File: src/rtl/uart_fifo_if.sv
// MMIO bus bundle for the FIFO UART.
// The bus master drives the strobes; the peripheral returns registered read data.
interface uart_fifo_if;
  logic [2:0]  device_select;
  logic [15:0] mmio_addr;
  logic [7:0]  mmio_data_in;
  logic        mmio_wr;
  logic        mmio_rd;
  logic [7:0]  mmio_data_out;

  modport master (
    output device_select, mmio_addr,
    output mmio_data_in, mmio_wr, mmio_rd,
    input  mmio_data_out
  );

  modport slave (
    input  device_select, mmio_addr,
    input  mmio_data_in, mmio_wr, mmio_rd,
    output mmio_data_out
  );
endinterface

File: src/rtl/uart_fifo.sv
// MMIO UART with TX/RX FIFOs, programmable frame and sticky errors.
// RX samples mid-bit; all bit timing comes from one shared divider.
module uart_fifo #(
  parameter logic [2:0] DEVICE_ADDRESS = 3'b011,
  parameter int DATA_BITS = 8,
  parameter int TX_DEPTH  = 8,
  parameter int RX_DEPTH  = 8
) (
  input  logic clk,
  input  logic rst,
  uart_fifo_if.slave bus,
  input  logic rx,
  output logic tx
);
  localparam int DB  = DATA_BITS;
  localparam int IW  = $clog2(DB);
  localparam int TAW = $clog2(TX_DEPTH);
  localparam int RAW = $clog2(RX_DEPTH);
  localparam logic [IW-1:0] LAST = IW'(DB - 1);

  typedef enum logic [2:0] {
    S_IDLE, S_START, S_DATA, S_PARITY, S_STOP
  } state_t;

  logic sel, wr, rd;
  logic [15:0] addr;
  assign sel  = bus.device_select == DEVICE_ADDRESS;
  assign wr   = sel & bus.mmio_wr;
  assign rd   = sel & bus.mmio_rd;
  assign addr = bus.mmio_addr;

  logic wr_cr, wr_cdh, wr_cdl, wr_do;
  logic rd_sr, rd_di;
  assign wr_cr  = wr && addr == 16'd0;
  assign wr_cdh = wr && addr == 16'd2;
  assign wr_cdl = wr && addr == 16'd3;
  assign wr_do  = wr && addr == 16'd5;
  assign rd_sr  = rd && addr == 16'd1;
  assign rd_di  = rd && addr == 16'd4;

  logic [3:0]  cr_q;
  logic [15:0] cdiv_q;
  logic par_en, par_odd;
  assign par_en  = cr_q[3] ^ cr_q[2];
  assign par_odd = cr_q[3];

  always_ff @(posedge clk or posedge rst) begin
    if (rst) begin
      cr_q   <= '0;
      cdiv_q <= '0;
    end else begin
      if (wr_cr)  cr_q <= bus.mmio_data_in[3:0];
      if (wr_cdh) cdiv_q[15:8] <= bus.mmio_data_in;
      if (wr_cdl) cdiv_q[7:0]  <= bus.mmio_data_in;
    end
  end

  // TX FIFO
  logic [DB-1:0] tmem [TX_DEPTH];
  logic [TAW:0]  twp, trp;
  logic t_empty, t_full, t_pop, t_push, txovf_set;
  logic [DB-1:0] t_head;
  assign t_empty = twp == trp;
  assign t_full  = (twp[TAW] != trp[TAW]) &&
                   (twp[TAW-1:0] == trp[TAW-1:0]);
  assign t_head  = tmem[trp[TAW-1:0]];
  assign t_push  = wr_do && (!t_full || t_pop);
  assign txovf_set = wr_do && t_full && !t_pop;

  always_ff @(posedge clk or posedge rst) begin
    if (rst) begin
      twp <= '0;
      trp <= '0;
    end else begin
      if (t_push) twp <= twp + 1'b1;
      if (t_pop)  trp <= trp + 1'b1;
    end
  end

  always_ff @(posedge clk) begin
    if (t_push) tmem[twp[TAW-1:0]] <= bus.mmio_data_in[DB-1:0];
  end

  // RX FIFO
  logic [DB-1:0] rmem [RX_DEPTH];
  logic [RAW:0]  rwp, rrp;
  logic r_empty, r_full, r_pop, r_push, r_push_req, rxovr_set;
  logic [DB-1:0] r_head, rsh_q;
  assign r_empty = rwp == rrp;
  assign r_full  = (rwp[RAW] != rrp[RAW]) &&
                   (rwp[RAW-1:0] == rrp[RAW-1:0]);
  assign r_head  = rmem[rrp[RAW-1:0]];
  assign r_pop   = rd_di && !r_empty;
  assign r_push  = r_push_req && (!r_full || r_pop);
  assign rxovr_set = r_push_req && r_full && !r_pop;

  always_ff @(posedge clk or posedge rst) begin
    if (rst) begin
      rwp <= '0;
      rrp <= '0;
    end else begin
      if (r_push) rwp <= rwp + 1'b1;
      if (r_pop)  rrp <= rrp + 1'b1;
    end
  end

  always_ff @(posedge clk) begin
    if (r_push) rmem[rwp[RAW-1:0]] <= rsh_q;
  end

  // TX FSM
  state_t ts_q, ts_n;
  logic [15:0] tcnt_q, tcnt_n;
  logic [DB-1:0] tsh_q, tsh_n;
  logic [IW-1:0] tidx_q, tidx_n;
  logic tpar_q, tpar_n, tpen_q, tpen_n;
  logic tx_n, t_start, ttick;
  assign t_start = cr_q[1] && !t_empty;
  assign ttick   = tcnt_q == 16'd0;

  always_ff @(posedge clk or posedge rst) begin
    if (rst) begin
      ts_q   <= S_IDLE;
      tcnt_q <= '0;
      tsh_q  <= '0;
      tidx_q <= '0;
      tpar_q <= 1'b0;
      tpen_q <= 1'b0;
      tx     <= 1'b1;
    end else begin
      ts_q   <= ts_n;
      tcnt_q <= tcnt_n;
      tsh_q  <= tsh_n;
      tidx_q <= tidx_n;
      tpar_q <= tpar_n;
      tpen_q <= tpen_n;
      tx     <= tx_n;
    end
  end

  always_comb begin
    ts_n   = ts_q;
    tcnt_n = tcnt_q;
    tsh_n  = tsh_q;
    tidx_n = tidx_q;
    tpar_n = tpar_q;
    tpen_n = tpen_q;
    t_pop  = 1'b0;
    tx_n   = 1'b1;
    if (ts_q != S_IDLE)
      tcnt_n = ttick ? cdiv_q : tcnt_q - 16'd1;
    case (ts_q)
      S_IDLE: if (t_start) begin
        ts_n   = S_START;
        tcnt_n = cdiv_q;
        tsh_n  = t_head;
        tpar_n = ^t_head ^ par_odd;
        tpen_n = par_en;
        t_pop  = 1'b1;
      end
      S_START: if (ttick) begin
        ts_n   = S_DATA;
        tidx_n = '0;
      end
      S_DATA: if (ttick) begin
        tsh_n = tsh_q >> 1;
        if (tidx_q == LAST)
          ts_n = tpen_q ? S_PARITY : S_STOP;
        else
          tidx_n = tidx_q + IW'(1);
      end
      S_PARITY: if (ttick) ts_n = S_STOP;
      S_STOP: if (ttick) begin
        if (t_start) begin
          ts_n   = S_START;
          tsh_n  = t_head;
          tpar_n = ^t_head ^ par_odd;
          tpen_n = par_en;
          t_pop  = 1'b1;
        end else begin
          ts_n = S_IDLE;
        end
      end
      default: ts_n = S_IDLE;
    endcase
    // Line level follows the next state so tx lines up with it
    case (ts_n)
      S_START:  tx_n = 1'b0;
      S_DATA:   tx_n = tsh_n[0];
      S_PARITY: tx_n = tpar_n;
      default:  tx_n = 1'b1;
    endcase
  end

  // RX synchroniser and FSM
  logic rs1, rs2, rprev, rfall;
  assign rfall = rprev & ~rs2;

  state_t rs_q, rs_n;
  logic [15:0] rcnt_q, rcnt_n;
  logic [DB-1:0] rsh_n;
  logic [IW-1:0] ridx_q, ridx_n;
  logic rperr_q, rperr_n, rtick;
  logic fe_set, pe_set;
  assign rtick = rcnt_q == 16'd0;

  always_ff @(posedge clk or posedge rst) begin
    if (rst) begin
      rs1     <= 1'b1;
      rs2     <= 1'b1;
      rprev   <= 1'b1;
      rs_q    <= S_IDLE;
      rcnt_q  <= '0;
      rsh_q   <= '0;
      ridx_q  <= '0;
      rperr_q <= 1'b0;
    end else begin
      rs1     <= rx;
      rs2     <= rs1;
      rprev   <= rs2;
      rs_q    <= rs_n;
      rcnt_q  <= rcnt_n;
      rsh_q   <= rsh_n;
      ridx_q  <= ridx_n;
      rperr_q <= rperr_n;
    end
  end

  always_comb begin
    rs_n       = rs_q;
    rcnt_n     = rcnt_q;
    rsh_n      = rsh_q;
    ridx_n     = ridx_q;
    rperr_n    = rperr_q;
    r_push_req = 1'b0;
    fe_set     = 1'b0;
    pe_set     = 1'b0;
    if (rs_q != S_IDLE)
      rcnt_n = rtick ? cdiv_q : rcnt_q - 16'd1;
    case (rs_q)
      S_IDLE: if (rfall) begin
        rs_n    = S_START;
        rcnt_n  = cdiv_q >> 1;
        rperr_n = 1'b0;
      end
      S_START: if (rtick) begin
        rs_n   = rs2 ? S_IDLE : S_DATA;
        ridx_n = '0;
      end
      S_DATA: if (rtick) begin
        rsh_n = {rs2, rsh_q[DB-1:1]};
        if (ridx_q == LAST)
          rs_n = par_en ? S_PARITY : S_STOP;
        else
          ridx_n = ridx_q + IW'(1);
      end
      S_PARITY: if (rtick) begin
        rperr_n = rs2 ^ (^rsh_q) ^ par_odd;
        rs_n    = S_STOP;
      end
      S_STOP: if (rtick) begin
        rs_n = S_IDLE;
        if (!rs2) begin
          fe_set = 1'b1;
        end else begin
          r_push_req = 1'b1;
          pe_set     = rperr_q;
        end
      end
      default: rs_n = S_IDLE;
    endcase
    if (!cr_q[0]) begin
      rs_n       = S_IDLE;
      r_push_req = 1'b0;
      fe_set     = 1'b0;
      pe_set     = 1'b0;
    end
  end

  // Sticky flags: a set in the clearing cycle wins
  logic txovf_q, pe_q, fe_q, rxovr_q;
  always_ff @(posedge clk or posedge rst) begin
    if (rst) begin
      txovf_q <= 1'b0;
      pe_q    <= 1'b0;
      fe_q    <= 1'b0;
      rxovr_q <= 1'b0;
    end else begin
      txovf_q <= txovf_set | (txovf_q & ~rd_sr);
      pe_q    <= pe_set    | (pe_q    & ~rd_sr);
      fe_q    <= fe_set    | (fe_q    & ~rd_sr);
      rxovr_q <= rxovr_set | (rxovr_q & ~rd_sr);
    end
  end

  logic [7:0] sr, di, rdata;
  assign sr = {1'b0, txovf_q, pe_q, fe_q, rxovr_q,
               ts_q != S_IDLE, !t_full, !r_empty};
  assign di = r_empty ? 8'h00 : 8'(r_head);

  always_comb begin
    rdata = 8'h00;
    unique case (1'b1)
      addr == 16'd0: rdata = {4'h0, cr_q};
      addr == 16'd1: rdata = sr;
      addr == 16'd2: rdata = cdiv_q[15:8];
      addr == 16'd3: rdata = cdiv_q[7:0];
      addr == 16'd4: rdata = di;
      default:       rdata = 8'h00;
    endcase
  end

  always_ff @(posedge clk or posedge rst) begin
    if (rst)     bus.mmio_data_out <= 8'h00;
    else if (rd) bus.mmio_data_out <= rdata;
  end
endmodule

File: src/flat_wrapper.sv
// flat-port wrapper written by rule: the top's interface ports become plain ports
module uart_fifo_flat 
#(
  parameter logic [2:0] DEVICE_ADDRESS = 3'b011,
  parameter int DATA_BITS = 8,
  parameter int TX_DEPTH  = 8,
  parameter int RX_DEPTH  = 8
)
  (clk, rst, rx, tx, bus_device_select, bus_mmio_addr, bus_mmio_data_in, bus_mmio_wr, bus_mmio_rd, bus_mmio_data_out);
  uart_fifo_if bus_i ();
  input  logic clk;
  input  logic rst;
  input  logic rx;
  output logic tx;
  input wire logic [$bits(bus_i.device_select)-1:0] bus_device_select;
  input wire logic [$bits(bus_i.mmio_addr)-1:0] bus_mmio_addr;
  input wire logic [$bits(bus_i.mmio_data_in)-1:0] bus_mmio_data_in;
  input wire logic [$bits(bus_i.mmio_wr)-1:0] bus_mmio_wr;
  input wire logic [$bits(bus_i.mmio_rd)-1:0] bus_mmio_rd;
  output wire logic [$bits(bus_i.mmio_data_out)-1:0] bus_mmio_data_out;
  assign bus_i.device_select = bus_device_select;
  assign bus_i.mmio_addr = bus_mmio_addr;
  assign bus_i.mmio_data_in = bus_mmio_data_in;
  assign bus_i.mmio_wr = bus_mmio_wr;
  assign bus_i.mmio_rd = bus_mmio_rd;
  assign bus_mmio_data_out = bus_i.mmio_data_out;
  uart_fifo #(.DEVICE_ADDRESS(DEVICE_ADDRESS), .DATA_BITS(DATA_BITS), .TX_DEPTH(TX_DEPTH), .RX_DEPTH(RX_DEPTH)) u_core (.clk(clk), .rst(rst), .bus(bus_i), .rx(rx), .tx(tx));
endmodule
File: config.mk
export PLATFORM = sky130hd
export DESIGN_NAME = uart_fifo_flat
export DESIGN_NICKNAME = d
export VERILOG_FILES = /design/src/rtl/uart_fifo_if.sv /design/src/rtl/uart_fifo.sv /design/src/flat_wrapper.sv
export SDC_FILE = /design/constraint.sdc
export NUM_CORES = 1
export LEC_CHECK = 0
export CAP_MARGIN = 40
export CORE_MARGIN = 5
export CORE_UTILIZATION = 30
export DETAILED_ROUTE_END_ITERATION = 10
export PLACE_DENSITY_LB_ADDON = 0.1
export SYNTH_ARGS = -nofsm -noshare
export SYNTH_HDL_FRONTEND = slang
export SYNTH_SLANG_ARGS = --single-unit
export TNS_END_PERCENT = 100
File: constraint.sdc
create_clock -name clk -period 10.15 [get_ports clk]
set_input_delay 2.5375 -clock clk [delete_from_list [all_inputs] [get_ports clk]]
set_output_delay 2.5375 -clock clk [all_outputs]
set_load 0.03 [all_outputs]
==> flow_summary.yaml, run 1 <==
outcome:
  outcome: "complete, no violations"
global_route:
  grt_antenna_before_repair: 1
  gr-total-overflow: 0
  grt_pass1_wl_um: 45100
  grt_max_degree: 62
  grt_usage: 0.141
  grt_pass1_vias: 7175
worst_setup_path:
  r2r-start: "u_core.tcnt_q[0]"
  path_class: "in2reg"
  r2r_end: "u_core.tmem[5][1]"
  cp_max_fo: 13
  worstPathRequired_ns: 10.33
  max_stage_delay_ns: 0.72
  rrSetupSlack_ns: 6.59
  start_kind: "input pin"
  critPathArrivalTime_ns: 5.51
  endpoint_kind: "register"
  worst_path_max_delay_cell: "or4_1"
  cp_cell_sequence: "clkdlybuf4s50_1 -> nand2_1 -> nor2_1 -> nand2_1 -> or4_1 -> a31oi_4 -> nand2b_2 -> nor2_1"
  reg2regPathDepth: 9
place:
  place.gp.congestion: 0.724
  io_buffers: 40
  hpwl_um: 19700
  placedCellCount: 1342
final_layout:
  multi_input_area_um2: 4260
  drive_above_1_share: 0.178
  diodes: 0
  area.growth.synth_to_final_pct: 17.2
  seq_area_um2: 6730
  layoutNonFillerInstCount: 1394
  final_util: 0.358
  fin_nets: 947
  n_fill_cell: 3564
routing:
  avgRoutedWirePerCell_um: 20.6
  viasPerCell: 4.99
  drtPass1Iterations: 7
  drtIter0Drc: 466
  ant_nets: 0
  wirelength_um: 28600
  drcViolationCount: 0
  via_count: 6957
sta:
  slew_viol_final: 0
  period_share: 0.526
  slew_headroom: 0.419
  tns_ns: 0
  post-route-min-period_ns: 5.33
  hold_viol: 0
  fmax_ghz: 0.187
  rsz0062_at_grt: "false"
  finalSetupViolations: 0
  tightest_slew_ns: 0.870
  skew_ns: 0.00691
floorplan:
  die_h_um: 203
  dieWidth_um: 203
  coreArea_um2: 36800
  start_util: 0.305
  top_level_ports: 41
  die_area_um2: 41400
  placementRows: 70
cts:
  cts-root-buf: "clkbuf_16"
  cts_tree: "yes"
  cts_buffers: 28
  htreeDepth: 1
  cts.path.max_buffers: 3
  postCtsSetupRepairBufs: 0
  cts.repair.resized: 0
  cts.sink_count: 243
  path_clk_slew_ns: 0.06
  clk_latency_ns: 0.55
  hold_buffers: 0
worst_hold_path:
  hp-start: "u_core.rs1"
  worstHoldEndpoint: "u_core.rs2"
  hold_class: "reg2reg"
  worstHoldPathCells: 0
synth:
  synth-edff-count: 128
  ys_async_sr_fraction: 0.473
  synth_cell_type_count: 69
  synth_top_area_share: 0.343
  yosysWarnings: 0
  synth_seq_area_share: 0.600
  synth_area_leaders: "edfxtp_1 (34%), dfrtp_1 (25%), mux4_2 (6.4%), mux2_2 (4.2%), xnor2_1 (2.4%)"
  synthTopCellsByCount: "edfxtp_1 (128), dfrtp_1 (111), nor2_1 (66), nand2_1 (65), o21ai_0 (44)"
  ys.flop_type: "edfxtp_1"
  synth_seq_cells: 243
  synth_most_common_cell: "edfxtp_1"
  avgSynthCellArea_um2: 13.2
  syn_area_um2: 11200
  yosys.area.top_type: "edfxtp_1"
  syn_nets: 895
  netlist_instances: 852
flow_run:
  drv_cap: 0
pwr:
  ir_drop_uv: 118
  total_leakage_power_nw: 5.12
  power.density_nw_per_um2: 163
## area by class of cell
| cell class | instances | area share |
|---|---|---|
| Timing Repair Buffer | 58 | 0.0429 |
| Tap cell | 468 | 0.0445 |
| Clock buffer | 33 | 0.0563 |
| Multi-Input combinational cell | 556 | 0.324 |
| Clock inverter | 19 | 0.0155 |
| Sequential cell | 243 | 0.511 |
| Inverter | 17 | 0.00523 |
## logic make-up (layout without fill, tap and decap cells)
kind of cell | count (synthesis) | count (layout) | synth area share
XOR/XNOR | 49 | 49 | 0.0383
flip-flops | 243 | 243 | 0.600
multiplexers | 96 | 96 | 0.126
adder cells (fa/ha/maj) | 11 | 11 | 0.0123
AO/OA/AOI/OAI | 159 | 159 | 0.0937
AND/OR/NAND/NOR | 241 | 241 | 0.110
buffers and inverters | 53 | 127 | 0.0204
## report_power, final
part	switching [mW]	leakage, nW	total, mW	internal (mW)
registers	0.00383	2.81	1.04	1.04
logic	0.0367	1.85	0.0610	0.0242
clock network	0.414	0.462	1.04	0.623
## state kept, by name (all words and copies together), names as in the netlist, 3 cells and up
signal                    cells
u_core.rs_q                   3
u_core.tidx_q                 3
u_core.cdiv_q                16
u_core.trp                    4
u_core.rsh_q                  8
u_core.tcnt_q                16
u_core.ridx_q                 3
u_core.rwp                    4
u_core.ts_q                   3
u_core.twp                    4
u_core.tsh_q                  8
u_core.rrp                    4
u_core.bus.mmio_data_out      8
u_core.tmem                  64
u_core.rmem                  64
u_core.cr_q                   4
u_core.rcnt_q                16
## worst max path at each step
stage,start,end,slack [ns],cells past startpoint
after floorplan,rst,u_core.bus.mmio_data_out[0],4.58,1
after global placement,bus_device_select[1],u_core.rmem[0][2],3.98,8
after detailed placement,bus_device_select[0],u_core.rmem[6][1],4.13,8
after CTS,bus_device_select[0],u_core.rmem[6][3],4.72,8
after global routing,bus_device_select[0],u_core.rmem[0][5],4.54,9
final,bus_device_select[0],u_core.rmem[6][3],4.82,8
## per-layer routing
metal | vias to the layer above | global-route usage | wire length (um)
met5 | - | 0 | 0
met2 | 94 | 0.233 | 13800
li1 | 3339 | - | -
met3 | 42 | 0.0248 | 1050
met4 | 0 | 0.0402 | 799
met1 | 3482 | 0.191 | 13000
## through the flow
step	power [mW]	hold slack, ns	cell area [um2]	worst slack [ns]
3_3_place_gp	1.12	0.351	12100	3.98
5_1_grt	2.23	0.364	13200	4.54
4_1_cts	2.18	0.363	13200	4.72
6_report	2.14	0.361	13200	4.82
2_1_floorplan	1.09	0.345	11200	4.58
3_5_place_dp	1.13	0.354	12200	4.13
## worst max-delay path, delay by kind of cell
kind	cells	cell delay, ns
and+or+nand+nor	6	2.15
buffers and inverters	1	0.45
AOI/OAI and AO/OA	1	0.35
## placed cells by master, fill, tap and decap left out, drive strengths merged, types with 17 or more instances in the layout
master and n:
nand3 18, a21oi 33, edfxtp 128, nand2 66
xor2 18, clkdlybuf4s50 40, nor2 68, inv 17
buf 17, mux4 32, o21ai 46, xnor2 31
clkbuf 33, nor3 25, mux2i 22, dfrtp 111
mux2 42
Power figures use the tool's default switching activity.
==> run 2, diff against run 1 <==
==> constraint.sdc (replaced) <==
create_clock -name clk -period 5.1 [get_ports clk]
set_input_delay 1.275 -clock clk [delete_from_list [all_inputs] [get_ports clk]]
set_output_delay 1.275 -clock clk [all_outputs]
set_load 0.03 [all_outputs]
==> run 2 against run 1 <==
Via count increased by 1.0%. Worst setup slack got worse by 3.7 ns. Sequential power increased by 100%. Hold slack about the same. First-iteration DRC count shrank 10%. Cell count rose by 0.29%.
==> flow_summary.yaml, run 2 (synthesis results as in run 1) <==
outcome:
  outcome: "complete, no violations"
routing:
  via_count: 7028
  viasPerCell: 5.03
  wirelength_um: 29400
  drcViolationCount: 0
  avgRoutedWirePerCell_um: 21.0
  drtIter0Drc: 418
  drtPass1Iterations: 5
  ant_nets: 0
sta:
  slew_viol_final: 0
  hold_viol: 0
  tightest_slew_ns: 0.812
  fmax_ghz: 0.253
  skew_ns: 0.0124
  slew_headroom: 0.456
  setup_ws_ns: 1.15
  timing.hold.ws_ns: 0.361
  rsz0062_at_grt: "false"
  post-route-min-period_ns: 3.95
  period_share: 0.774
  finalSetupViolations: 0
  tns_ns: 0
floorplan:
  dieWidth_um: 203
  start_util: 0.305
  top_level_ports: 41
  coreArea_um2: 36800
  placementRows: 70
  die_area_um2: 41400
  die_h_um: 203
worst_setup_path:
  worst_path_max_delay_cell: "or4_1"
  worstPathRequired_ns: 5.27
  cp_max_fo: 8
  cp_cell_sequence: "clkdlybuf4s50_1 -> nor3_2 -> nand2_1 -> or3_1 -> or4_1 -> a31oi_4 -> nand2b_2 -> nor3b_2"
  endpoint_kind: "register"
  max_stage_delay_ns: 0.63
  start_kind: "input pin"
  path_class: "in2reg"
  critPathArrivalTime_ns: 4.12
place:
  place_ws_ns: 0.588
  placedCellCount: 1346
  place.gp.congestion: 0.735
  hpwl_um: 20100
  postPlaceCellArea_um2: 12200
  io_buffers: 40
pwr:
  power_mw: 4.24
  power.density_nw_per_um2: 322
  ir_drop_uv: 196
  total_leakage_power_nw: 5.13
cts:
  htreeDepth: 1
  postCtsSetupRepairBufs: 0
  cts.path.max_buffers: 3
  hold_buffers: 0
  path_clk_slew_ns: 0.06
  cts.repair.resized: 0
  cts-root-buf: "clkbuf_16"
  cts.sink_count: 243
  cts_tree: "yes"
  clk_latency_ns: 0.55
  cts_buffers: 29
global_route:
  grt_pass1_wl_um: 45900
  grt_pass1_vias: 7285
  grt_max_degree: 80
  grt_usage: 0.143
  gr-total-overflow: 0
  grt_antenna_before_repair: 0
final_layout:
  final_common_cell: "edfxtp_1"
  area.growth.synth_to_final_pct: 17.4
  final_cell_mix: "edfxtp_1 (128), dfrtp_1 (111), nor2_1 (66)"
  fin_area_um2: 13200
  diodes: 0
  drive_above_1_share: 0.178
  layoutNonFillerInstCount: 1398
  fin_nets: 952
  final_util: 0.358
flow_run:
  drv_cap: 0
worst_hold_path:
  hold_class: "reg2reg"
==> run 2: where the power goes <==
| part | total (mW) | internal, mW | leakage [nW] | switching (mW) |
|---|---|---|---|---|
| clock | 2.04 | 1.22 | 0.452 | 0.827 |
| combinational | 0.125 | 0.0495 | 1.87 | 0.0753 |
| sequential | 2.08 | 2.07 | 2.81 | 0.00756 |
| total | 4.24 | 3.33 | 5.13 | 0.910 |
==> run 2: worst max-delay path: cells and delay by family <==
family / cells / cell delay (ns)
and+or+nand+nor: 6 / 2.01
buffers and inverters: 1 / 0.44
AOI/OAI and AO/OA: 1 / 0.38
==> run 2: final timing paths <==
| kind | from | to | slack, ns | cells past startpoint |
|---|---|---|---|---|
| hold / removal | u_core.rs1 | u_core.rs2 | 0.36 | 0 |
| hold reg to reg | u_core.rs1 | u_core.rs2 | 0.36 | 0 |
| max in group asynchronous | rst | u_core.tx | 3.16 | 4 |
| min in group asynchronous | rst | u_core.rrp[3] | 1.00 | 2 |
| setup / recovery | bus_mmio_addr[13] | u_core.rmem[4][4] | 1.15 | 8 |
| setup reg to reg | u_core.tcnt_q[0] | u_core.tmem[3][1] | 1.55 | 9 |
==> run 2: routing by layer <==
layer	vias up	routed length [um]	global-route usage
met3	34	1010	0.0221
met5	-	0	0
met2	108	14300	0.239
li1	3347	-	-
met4	0	481	0.0270
met1	3539	13600	0.200
==> run 2: layout make-up <==
class                   instances  area, um2
inverters                      17       68.8
repair buffers                 62        593
clock inverters                18        173
fillers                      3592      23600
clock buffers                  34        764
flip-flops and latches        243       6730
well taps                     468        586
multi-input cells             556       4260
==> run 3, diff against run 2 <==
==> constraint.sdc (replaced) <==
create_clock -name clk -period 3.8 [get_ports clk]
set_input_delay 0.95 -clock clk [delete_from_list [all_inputs] [get_ports clk]]
set_output_delay 0.95 -clock clk [all_outputs]
set_load 0.03 [all_outputs]
==> run 3 against run 2 <==
Non-clock buffer count is 23 higher. Sequential power is 34% higher. Register-to-register slack worse by 0.85 ns. Sequential share of layout area is 0.39 points lower. Highest routed layer unchanged. Clock power is 27% higher. Critical path depth is 1 higher. Cell count is 1.7% higher. Hold slack worse by 0.0057 ns.
==> flow_summary.yaml, run 3 (synthesis results as in run 1) <==
sta:
  slew_headroom: 0.505
  finalSetupViolations: 0
  fmax_ghz: 0.315
  skew_ns: 0.00799
  tightest_slew_ns: 0.735
  hold_viol: 0
  rsz0062_at_grt: "false"
  post-route-min-period_ns: 3.18
  period_share: 0.836
  slew_viol_final: 0
  tns_ns: 0
floorplan:
  die_h_um: 203
  placementRows: 70
  die_area_um2: 41400
  start_util: 0.305
  coreArea_um2: 36800
  top_level_ports: 41
  dieWidth_um: 203
worst_setup_path:
  worstPathRequired_ns: 4.04
  reg2regPathDepth: 11
  cp_cell_sequence: "clkdlybuf4s50_1 -> nor3_2 -> nand2_1 -> or3_1 -> or4_1 -> a31oi_4 -> nand2b_2 -> nor3b_2 -> buf_4"
  cp_max_fo: 8
  path_class: "in2reg"
  max_stage_delay_ns: 0.58
  r2r_end: "u_core.tmem[0][5]"
  start_kind: "input pin"
  cp_top_family: "simple AND/OR/NAND/NOR gates"
  rrSetupSlack_ns: 0.70
  endpoint_kind: "register"
  r2r-start: "u_core.tcnt_q[0]"
  critPathArrivalTime_ns: 3.41
  worst_path_max_delay_cell: "or4_1"
  critPathBufInv: 2
place:
  postPlaceCellArea_um2: 12400
  hpwl_um: 20000
  place.gp.congestion: 0.737
  io_buffers: 40
global_route:
  grt_pass1_wl_um: 45700
  grt_max_degree: 62
  grt_antenna_before_repair: 0
  gr-total-overflow: 0
  grt_pass1_vias: 7459
  grt_usage: 0.141
worst_hold_path:
  hp-start: "u_core.rs1"
  hold_class: "reg2reg"
  worstHoldPathCells: 0
  worstHoldEndpoint: "u_core.rs2"
routing:
  ant_nets: 0
  drtIter0Drc: 355
  drcViolationCount: 0
  via_count: 7153
  wirelength_um: 29100
  avgRoutedWirePerCell_um: 20.5
  drtPass1Iterations: 5
  viasPerCell: 5.03
final_layout:
  fin_nets: 975
  final_cell_mix: "edfxtp_1 (128), dfrtp_1 (111), nor2_1 (66)"
  area.growth.synth_to_final_pct: 18.3
  drive_above_1_share: 0.195
  final_common_cell: "edfxtp_1"
  diodes: 0
  fin_area_um2: 13300
pwr:
  power.density_nw_per_um2: 418
  total_leakage_power_nw: 5.22
  ir_drop_uv: 301
  power_mw: 5.55
cts:
  cts.path.max_buffers: 3
  cts.sink_count: 243
  path_clk_slew_ns: 0.06
  postCtsSetupRepairBufs: 0
  cts.repair.resized: 0
  cts-root-buf: "clkbuf_16"
  clk_latency_ns: 0.54
  hold_buffers: 0
  htreeDepth: 1
  cts_buffers: 29
  cts_tree: "yes"
outcome:
  outcome: "complete, no violations"
flow_run:
  drv_cap: 0
run 3: worst max path at each step:
stage	endpoint	startpoint	slack (ns)	cells after the start
2_1_floorplan	u_core.rmem[0][0]	bus_mmio_addr[13]	0.31	8
3_3_place_gp	u_core.rmem[4][1]	bus_mmio_addr[13]	0.07	9
3_5_place_dp	u_core.rmem[4][1]	bus_mmio_addr[6]	0.08	8
4_1_cts	u_core.rmem[4][5]	bus_mmio_addr[13]	0.63	9
5_1_grt	u_core.tmem[0][1]	u_core.tcnt_q[0]	0.40	11
6_report	u_core.rmem[4][5]	bus_mmio_addr[13]	0.62	9
run 3: final cells by class:
class	count	area (um2)
Fill cell	3623	23500
Multi-Input combinational cell	556	4260
Tap cell	468	586
Clock inverter	17	130
Sequential cell	243	6730
Inverter	17	67.6
Clock buffer	36	752
Timing Repair Buffer	85	751
run 3: metal layers:
layer | track usage | routed length (um) | share of wire
met5 | 0 | 0 | 0
met4 | 0.0359 | 767 | 0.026
met3 | 0.0183 | 827 | 0.028
met2 | 0.236 | 14100 | 0.48
met1 | 0.194 | 13400 | 0.46
run 3: metrics by stage:
step / utilization / cells / worst slack (ns) / hold slack (ns)
after floorplan: - / 852 / 0.306 / 0.345
after global placement: 0.337 / 1369 / 0.0690 / 0.348
after detailed placement: 0.337 / 1369 / 0.0844 / 0.348
after CTS: 0.361 / 1422 / 0.625 / 0.357
after global routing: 0.361 / 1422 / 0.400 / 0.359
final: 0.361 / 1422 / 0.623 / 0.355
run 3: power by group:
group | internal (mW) | leakage, nW | total (mW) | switching, mW
logic | 0.0672 | 1.98 | 0.168 | 0.101
registers | 2.78 | 2.81 | 2.78 | 0.00783
clock network | 1.53 | 0.435 | 2.60 | 1.07
run 3: worst reg2reg max path, cell delays in order (launching register included):
cell	delay, ns
dfrtp_1	0.42
inv_1	0.07
ha_1	0.24
nor3b_1	0.23
buf_4	0.16
nand4_1	0.24
o21ai_2	0.31
a31oi_1	0.25
nor2b_2	0.34
nand2b_1	0.17
nor3_1	0.16
buf_4	0.21
